[src/rtl/multicycle_ctrl.sv]
// Multicycle control FSM: FETCH/DECODE/EXEC/MEM/WB/HALT with registered datapath controls.
// Every output is a flop, so each control is visible in the cycle of the state it belongs to.
module multicycle_ctrl #(
    parameter int unsigned IW     = 9,
    parameter int unsigned OPW    = 3,
    parameter int unsigned MEM_TO = 8
) (
    input  logic           Clk,
    input  logic           Reset_n,
    input  logic [IW-1:0]  Instruction,
    input  logic           InstrValid,
    input  logic [1:0]     S,
    input  logic           MemAck,
    output logic           IRLoad,
    output logic           PCEn,
    output logic           BranchEn,
    output logic           MemToReg,
    output logic           MemWrite,
    output logic           MemRead,
    output logic           RegWrite,
    output logic           ALUSrc,
    output logic           Byte,
    output logic [OPW-1:0] ALUOp,
    output logic           Halted,
    output logic           MemErr
);
    localparam int unsigned CW = $clog2(MEM_TO + 1);

    typedef enum logic [2:0] {StFetch, StDecode, StExec, StMem, StWb, StHalt} state_e;

    state_e         state_q, state_d;
    logic [OPW-1:0] op_q, op_d;
    logic [1:0]     s_q, s_d;
    logic [CW-1:0]  cnt_q, cnt_d, cnt_inc;
    logic           ir_load_q, ir_load_d, pc_en_q, pc_en_d, branch_en_q, branch_en_d;
    logic           mem_to_reg_q, mem_to_reg_d, mem_write_q, mem_write_d;
    logic           mem_read_q, mem_read_d, reg_write_q, reg_write_d;
    logic           alu_src_q, alu_src_d, byte_sel_q, byte_sel_d;
    logic [OPW-1:0] alu_op_q, alu_op_d;
    logic           halted_q, halted_d, mem_err_q, mem_err_d;

    logic [OPW-1:0] in_op;
    logic           cls_mem, cls_store, cls_branch, cls_halt, cls_nop;
    logic           unused_instr;

    assign in_op        = Instruction[IW-1:IW-OPW];
    assign unused_instr = ^Instruction[IW-OPW-1:0];
    assign cnt_inc      = cnt_q + CW'(1);

    // Instruction class comes from the captured opcode and flags, not the live inputs.
    assign cls_mem    = (op_q == OPW'(0));
    assign cls_store  = s_q[0];
    assign cls_branch = (op_q == OPW'(6));
    assign cls_halt   = (op_q == OPW'(7)) && (s_q == 2'b11);
    assign cls_nop    = (op_q == OPW'(7)) && (s_q != 2'b11);

    always_comb begin
        state_d      = state_q;
        op_d         = op_q;
        s_d          = s_q;
        cnt_d        = cnt_q;
        ir_load_d    = 1'b0;
        pc_en_d      = 1'b0;
        branch_en_d  = 1'b0;
        mem_to_reg_d = 1'b0;
        mem_write_d  = 1'b0;
        mem_read_d   = 1'b0;
        reg_write_d  = 1'b0;
        alu_src_d    = alu_src_q;
        byte_sel_d   = byte_sel_q;
        alu_op_d     = alu_op_q;
        halted_d     = halted_q;
        mem_err_d    = mem_err_q;

        unique case (state_q)
            StFetch: begin
                if (InstrValid) begin
                    ir_load_d  = 1'b1;
                    op_d       = in_op;
                    s_d        = S;
                    state_d    = StDecode;
                    // Decode alongside the capture so ALUOp is valid during DECODE.
                    alu_op_d   = in_op;
                    alu_src_d  = S[0];
                    byte_sel_d = 1'b0;
                    if (in_op == OPW'(0)) begin
                        alu_op_d   = OPW'(2);
                        alu_src_d  = 1'b1;
                        byte_sel_d = S[1];
                    end else if (in_op == OPW'(1)) begin
                        alu_op_d  = OPW'(1);
                        alu_src_d = 1'b1;
                    end else if (in_op == OPW'(6)) begin
                        alu_op_d  = OPW'(3);
                        alu_src_d = 1'b0;
                    end else if (in_op == OPW'(7)) begin
                        alu_op_d  = OPW'(0);
                        alu_src_d = 1'b0;
                    end else if ((in_op == OPW'(4)) && S[0]) begin
                        alu_op_d  = OPW'(6);
                        alu_src_d = 1'b1;
                    end
                end
            end
            StDecode: begin
                state_d     = StExec;
                branch_en_d = cls_branch;
                pc_en_d     = cls_branch || cls_nop;
            end
            StExec: begin
                if (cls_mem) begin
                    state_d     = StMem;
                    cnt_d       = '0;
                    mem_read_d  = !cls_store;
                    mem_write_d = cls_store;
                end else if (cls_branch || cls_nop) begin
                    state_d = StFetch;
                end else if (cls_halt) begin
                    state_d  = StHalt;
                    halted_d = 1'b1;
                end else begin
                    state_d     = StWb;
                    reg_write_d = 1'b1;
                    pc_en_d     = 1'b1;
                end
            end
            StMem: begin
                // Acknowledge is checked first so it wins over a same-cycle timeout.
                if (MemAck) begin
                    pc_en_d = 1'b1;
                    if (cls_store) begin
                        state_d = StFetch;
                    end else begin
                        state_d      = StWb;
                        reg_write_d  = 1'b1;
                        mem_to_reg_d = 1'b1;
                    end
                end else begin
                    cnt_d = cnt_inc;
                    if (cnt_inc == CW'(MEM_TO)) begin
                        state_d   = StHalt;
                        mem_err_d = 1'b1;
                        halted_d  = 1'b1;
                    end else begin
                        mem_read_d  = mem_read_q;
                        mem_write_d = mem_write_q;
                    end
                end
            end
            StWb:    state_d = StFetch;
            StHalt:  state_d = StHalt;
            default: state_d = StFetch;
        endcase
    end

    always_ff @(posedge Clk or negedge Reset_n) begin
        if (!Reset_n) begin
            state_q      <= StFetch;
            op_q         <= '0;
            s_q          <= '0;
            cnt_q        <= '0;
            ir_load_q    <= 1'b0;
            pc_en_q      <= 1'b0;
            branch_en_q  <= 1'b0;
            mem_to_reg_q <= 1'b0;
            mem_write_q  <= 1'b0;
            mem_read_q   <= 1'b0;
            reg_write_q  <= 1'b0;
            alu_src_q    <= 1'b0;
            byte_sel_q   <= 1'b0;
            alu_op_q     <= '0;
            halted_q     <= 1'b0;
            mem_err_q    <= 1'b0;
        end else begin
            state_q      <= state_d;
            op_q         <= op_d;
            s_q          <= s_d;
            cnt_q        <= cnt_d;
            ir_load_q    <= ir_load_d;
            pc_en_q      <= pc_en_d;
            branch_en_q  <= branch_en_d;
            mem_to_reg_q <= mem_to_reg_d;
            mem_write_q  <= mem_write_d;
            mem_read_q   <= mem_read_d;
            reg_write_q  <= reg_write_d;
            alu_src_q    <= alu_src_d;
            byte_sel_q   <= byte_sel_d;
            alu_op_q     <= alu_op_d;
            halted_q     <= halted_d;
            mem_err_q    <= mem_err_d;
        end
    end

    assign IRLoad   = ir_load_q;
    assign PCEn     = pc_en_q;
    assign BranchEn = branch_en_q;
    assign MemToReg = mem_to_reg_q;
    assign MemWrite = mem_write_q;
    assign MemRead  = mem_read_q;
    assign RegWrite = reg_write_q;
    assign ALUSrc   = alu_src_q;
    assign Byte     = byte_sel_q;
    assign ALUOp    = alu_op_q;
    assign Halted   = halted_q;
    assign MemErr   = mem_err_q;

endmodule
[config.mk]
export PLATFORM = sky130hd
export DESIGN_NAME = multicycle_ctrl
export DESIGN_NICKNAME = d
export VERILOG_FILES = /design/src/rtl/multicycle_ctrl.sv
export SDC_FILE = /design/constraint.sdc
export NUM_CORES = 1
export LEC_CHECK = 0
export ABC_AREA = 1
export CORE_UTILIZATION = 43
export DETAILED_ROUTE_END_ITERATION = 10
export PLACE_DENSITY = 0.74
export SYNTH_ARGS = -nofsm -noshare
export SYNTH_HDL_FRONTEND = slang
export SYNTH_SLANG_ARGS = --single-unit
export TNS_END_PERCENT = 50
[constraint.sdc]
create_clock -name Clk -period 1 [get_ports Clk]
set_input_delay 0.2 -clock Clk [delete_from_list [all_inputs] [get_ports Clk]]
set_output_delay 0.2 -clock Clk [all_outputs]
set_load 0.05 [all_outputs]
; ---- Word level (Yosys, flattened, before mapping)
; Index checks and enable logic that the tools add are counted.
; Widths: inputs -> output; s select.
[op_classes]
eq_ne = 21
n_bitwise = 1
n_addsub = 1
n_reduce_logical = 14
mux = 46
[op_table]
columns = cell, n
row1 = $mux 3, 11
row2 = $mux 1, 26
row3 = $eq 3x3->1 const B, 6
row4 = $ne 2x2->1 const B, 8
row5 = $pmux 3 s5, 1
row6 = $logic_not 3->1, 3
row7 = $mux 4, 2
row8 = $pmux 1 s2, 4
row9 = $pmux 4 s2, 1
row10 = $eq 3x1->1 const B, 2
row11 = $eq 3x2->1 const B, 2
row12 = $reduce_and 3->1, 2
row13 = $reduce_and 6->1, 1
row14 = $add 4x1->4 const B, 1
row15 = $eq 4x4->1 const B, 1
row16 = $reduce_and 2->1, 2
row17 = $logic_and 1x1->1, 3
row18 = $ne 3x3->1 const B, 1
row19 = $pmux 1 s3, 1
row20 = $eq 2x2->1 const B, 1
row21 = $reduce_bool 2->1, 1
row22 = $logic_not 1->1, 1
row23 = $logic_or 1x1->1, 1
row24 = $not 1->1, 1
[word_totals]
out_inout_bits = 14
inputBits = 15
regBits = 26
word_cells = 99

; ---- Depth between registers and ports, before layout
[logic_depth]
depth_word = 7
depth_mapped = 8
depth_no_buf = 8

; ---- Worst setup path after synthesis
; No wires, ideal clock.
[synth_timing]
kind = register to register
startpoint = reg cnt_q[0]
endpoint = reg state_q[2]
n_path_buf = 0
path_stages_with_launch = 8
slack_ps = -136
setup_time_ps = 117
arrival_ps = 1019
period_less_slack_ps = 1136
required_ps = 883
path_cell_list = dfrtp_1 -> ha_1 -> nand2_1 -> inv_1 -> nand3_1 -> nand2_2 -> o21ai_2 -> nor2_1
[synth_between]
elab_chain_cells = 4
[synth_rtl]
columns = element, line_no
row1 = "start, declared", 34  ; logic [CW-1:0] cnt_q, cnt_d, cnt_inc;
row2 = "start signal, assigned", 178  ; cnt_q <= cnt_d;
row3 = $add 4x1->4, 48  ; assign cnt_inc = cnt_q + CW'(1);
row4 = $eq 4x4->1, 140  ; if (cnt_inc == CW'(MEM_TO)) begin
row5 = $ne 3x3->1 (no source line), -
row6 = $reduce_and 2->1 (no source line), -
row7 = "end signal, assigned", 158  ; state_q <= StFetch;
row8 = "end signal, assigned", 175  ; state_q <= state_d;
row9 = "end, declared", 31  ; state_e state_q, state_d;
; Every way passes these cells.
; A chain may end at the register's enable or synchronous reset.

; ---- Worst setup path after layout
[layout_timing]
startpoint = reg cnt_q[1]
endpoint = reg mem_err_q (netlist: MemErr)
[layout_between]
elab_chain_cells = 3
[layout_rtl]
columns = element, line_no
row1 = $add 4x1->4, 48
row2 = $eq 4x4->1, 140
row3 = $reduce_and 3->1 (no source line), -
row4 = "end signal, assigned", 190  ; mem_err_q <= mem_err_d;
row5 = "end, declared", 40  ; logic halted_q, halted_d, mem_err_q, mem_err_d;
; Every way passes these cells.

==> results.tsv <==
stage	metric	value	unit
outcome	status	finished, violations left	
outcome	failed_checks	negative setup slack	
global_routing	globalRoute.totalOverflow	0	
floorplanning	ios	29	
setup_path	critical_path_class	reg2reg	
layout	design.final.nets	211	
clock_tree	h-tree-depth	1	
placement	placement.io_buffers	22	
floorplanning	die_y	55.05	um
setup_path	critPathSlowestCell	dfrtp_1	
synth	syn_nets	156	
worst_hold_path	min-delay-path-class	in2async	
synth	synthAdderAreaFrac	0.01034	
routing	avgRoutedWirePerCell	15.44	um
layout	insertedDiodeCount	0	
global_routing	global_route.usage.total	0.2496	
synth	postSynthCellCount	140	
sta	report.final.setup_viol	39	
synth	syn_area_per_cell	8.642	um2
placement	preCtsSetupSlack	-0.2885	ns
setup_path	slowest_stage_delay_on_critical_path	0.47	ns
synth	synth-async-reset-ratio	1.000	
clock_tree	clock_sink_count	26	
clock_tree	clkLatencyLatePin	0.33	ns
power_and_ir_drop	pwr-share-comb	0.553	
power_and_ir_drop	leakage	1.002	nW
synth	synth_top_family_by_area	simple AND/OR/NAND/NOR gates	
power_and_ir_drop	clk_pwr_share	0.127	
routing	drt.antenna.violating_nets	0	
sta	fmax	785.0	MHz
synth	synth_top_area_share	0.5377	
sta	rsz0062_at_grt	yes	
setup_path	cp_max_fo	5	
routing	post_drt_via_cell_ratio	5.433	
layout	drive_above_1_share	0.4536	
sta	timing_hold_violations_final	0	
synth	post_synth_num_cell_types	22	
power_and_ir_drop	sequentialPowerShare	0.320	
synth	synthesis.yosys.warnings	0	
sta	max_slew_margin	0.8478	
setup_path	critical-path-top-delay-family	flip-flops	
clock_tree	cts.clk_slew.worst_paths	0.14	ns
setup_path	end_kind	flop	
sta	max_slew.worst_pin.slew	0.2276	ns
setup_path	crit_arrival	1.54	ns
clock_tree	ctsRootBufferMaster	clkbuf_4	
routing	vias	1217	
floorplanning	fp.dieW	55.05	um
synth	post-synth-top-count-cell	nand2_1	
floorplanning	placementRows	18	
power_and_ir_drop	intPower	3.278	mW
sta	fin_tns_setup	-6.134	ns
clock_tree	ctsLongestPathBuffers	2	
routing	detail_route.drc_violations	0	
power_and_ir_drop	p_switching	2.483	mW
synth	ys_dominant_reg_cell	dfrtp_1	
setup_path	worst-path-buf-inv	2	
power_and_ir_drop	p_per_area	2830	mW/mm2
synth	compound_gate_portion_of_the_synthesized_area	0.1013	
clock_tree	cts_bufs_inserted	3	
floorplanning	floorplan.initialDensity	0.4712	
global_routing	grt_first_pass_wirelength	5119	um
global_routing	antenna_found_initial	0	
sta	period_share	1.274	
routing	drt_total_wl	3458	um
synth	yosys-mux-area-fraction	0	
floorplanning	fp.dieArea	0.003030	mm2
setup_path	timing.critical_path.cells	ha_2 > nand2_2 > inv_2 > nand3_4 > buf_6 > o21bai_1	
clock_tree	cts_tree	done	
sta	fin_worst_skew	0.006304	ns
floorplanning	area_of_the_core	0.002567	mm2
sta	setup_slack_of_the_critical_path_after_layout	-0.2739	ns
synth	synth_top_cell_by_area	dfrtp_1	
sta	slew_viol_final	0	
routing	dr.pass1.iters	5	
synth	count_of_flip_flops_with_a_built_in_enable_after_synthesis	0	
layout	area_growth_from_synthesis_to_layout	68.25	%
sta	period_needed	1.274	ns
sta	hold-worst-slack	0.2119	ns
setup_path	worstSetupStartpointType	flop	
setup_path	worst_ep_required_time	1.27	ns
synth	synth-seq-cells	26	
synth	yosys-top-cells-count	nand2_1 (36), dfrtp_1 (26), inv_1 (14), nand3_1 (14), o21ai_0 (14)	
power_and_ir_drop	ir_worst_vdd	2086	uV
synth	synth_seq_area_share	0.5377	
global_routing	grt_pass1_vias	1195	
placement	dp.final_hpwl	2201	um
global_routing	grt_max_degree	27	
job	cap_violations	0	
synth	ys_top_cells_by_area	dfrtp_1 (54%), nand2_1 (11%), nand3_1 (5.8%)	
placement	routabilityCongestion	0.8612	
routing	detailedRoute.firstIterationViolations	47	
synth	synth-simple-area-share	0.2844	
synth	synth_xor_area_frac	0.007239	
power_and_ir_drop	fraction_of_power_spent_switching_nets	0.4310	
synth	syn_area	0.001210	mm2
-- worst paths after layout --
kind                       startpoint          to  slack (ns)  depth (start not counted)
setup / recovery             cnt_q[1]      MemErr       -0.27                          6
hold / removal                Reset_n      IRLoad        0.21                          2
setup reg to reg             cnt_q[1]      MemErr       -0.27                          6
hold reg to reg                s_q[1]      s_q[1]        0.56                          2
max in group asynchronous     Reset_n  state_q[1]        0.62                          2
min in group Clk               MemAck    MemToReg        0.45                          3
-- power by group through the flow --
stage	Sequential, mW	Combinational (mW)	Clock [mW]
floorplan	2.18	0.961	0
detailed placement	1.77	2.70	0
finish	1.84	3.19	0.730
global placement	1.75	2.60	0
CTS	1.80	3.01	0.736
global route	1.87	3.39	0.780
-- cell usage in the layout, fill, tap and decap left out, types with 5 or more instances in the layout --
master and n:
o21ai_1 11, nand3_1 10, buf_6 5, buf_4 23
nand2_2 10, clkdlybuf4s50_1 8, inv_1 11, nor2_1 9
nand2_1 26, dfrtp_1 24, buf_12 15
-- per-stage QoR --
step                total power, mW  instance area (um2)    util  instances
global route                  6.041                 2036  0.7929        224
floorplan                     3.141                 1229       -        140
finish                        5.761                 2036  0.7929        224
CTS                           5.549                 1976  0.7695        222
detailed placement            4.469                 1785  0.6954        212
global placement              4.352                 1785  0.6954        212
-- flip-flops by register name (all words and copies together) (netlist names) --
register,flops
Halted,1
PCEn,1
ALUOp,3
RegWrite,1
IRLoad,1
BranchEn,1
MemRead,1
MemErr,1
state_q,3
cnt_q,4
MemToReg,1
op_q,3
ALUSrc,1
MemWrite,1
Byte,1
s_q,2
-- repair_timing --
action / 4_1_cts / 5_1_grt
gates resized for setup: 28 / 16
endpoints found under the hold margin: 0 / 0
setup buffers: 5 / 2
setup endpoints to repair: 40 / 40
cloned: 1 / 0
pin swaps: 12 / 11
hold buffers: 0 / 0
-- cells by family after synthesis --
logic type                 Yosys count
AOI/OAI and AO/OA                   22
xor gates and xnor gates             1
adders and majority gates            1
buffers and inverters               18
DFF                                 26
and+or+nand+nor                     72
-- final cells by class --
cell class / count / area (um2)
multi-input combinational: 96 / 614.3
clock buffer: 3 / 22.52
clock inverter: 1 / 30.03
inverter: 17 / 68.82
tap: 30 / 37.54
timing repair buffer: 51 / 609.3
sequential: 26 / 653.1
fill: 161 / 531.8
-- routing by layer --
layer / share of wire / track usage / wire [um] / up-vias
met4: 0.038 / 0.1333 / 131 / 0
met5: 0 / 0 / 0 / -
met2: 0.51 / 0.4357 / 1764 / 65
met1: 0.39 / 0.2884 / 1356 / 572
met3: 0.060 / 0.04372 / 206 / 22
li1: - / - / - / 558
Power figures use the tool's default switching activity.
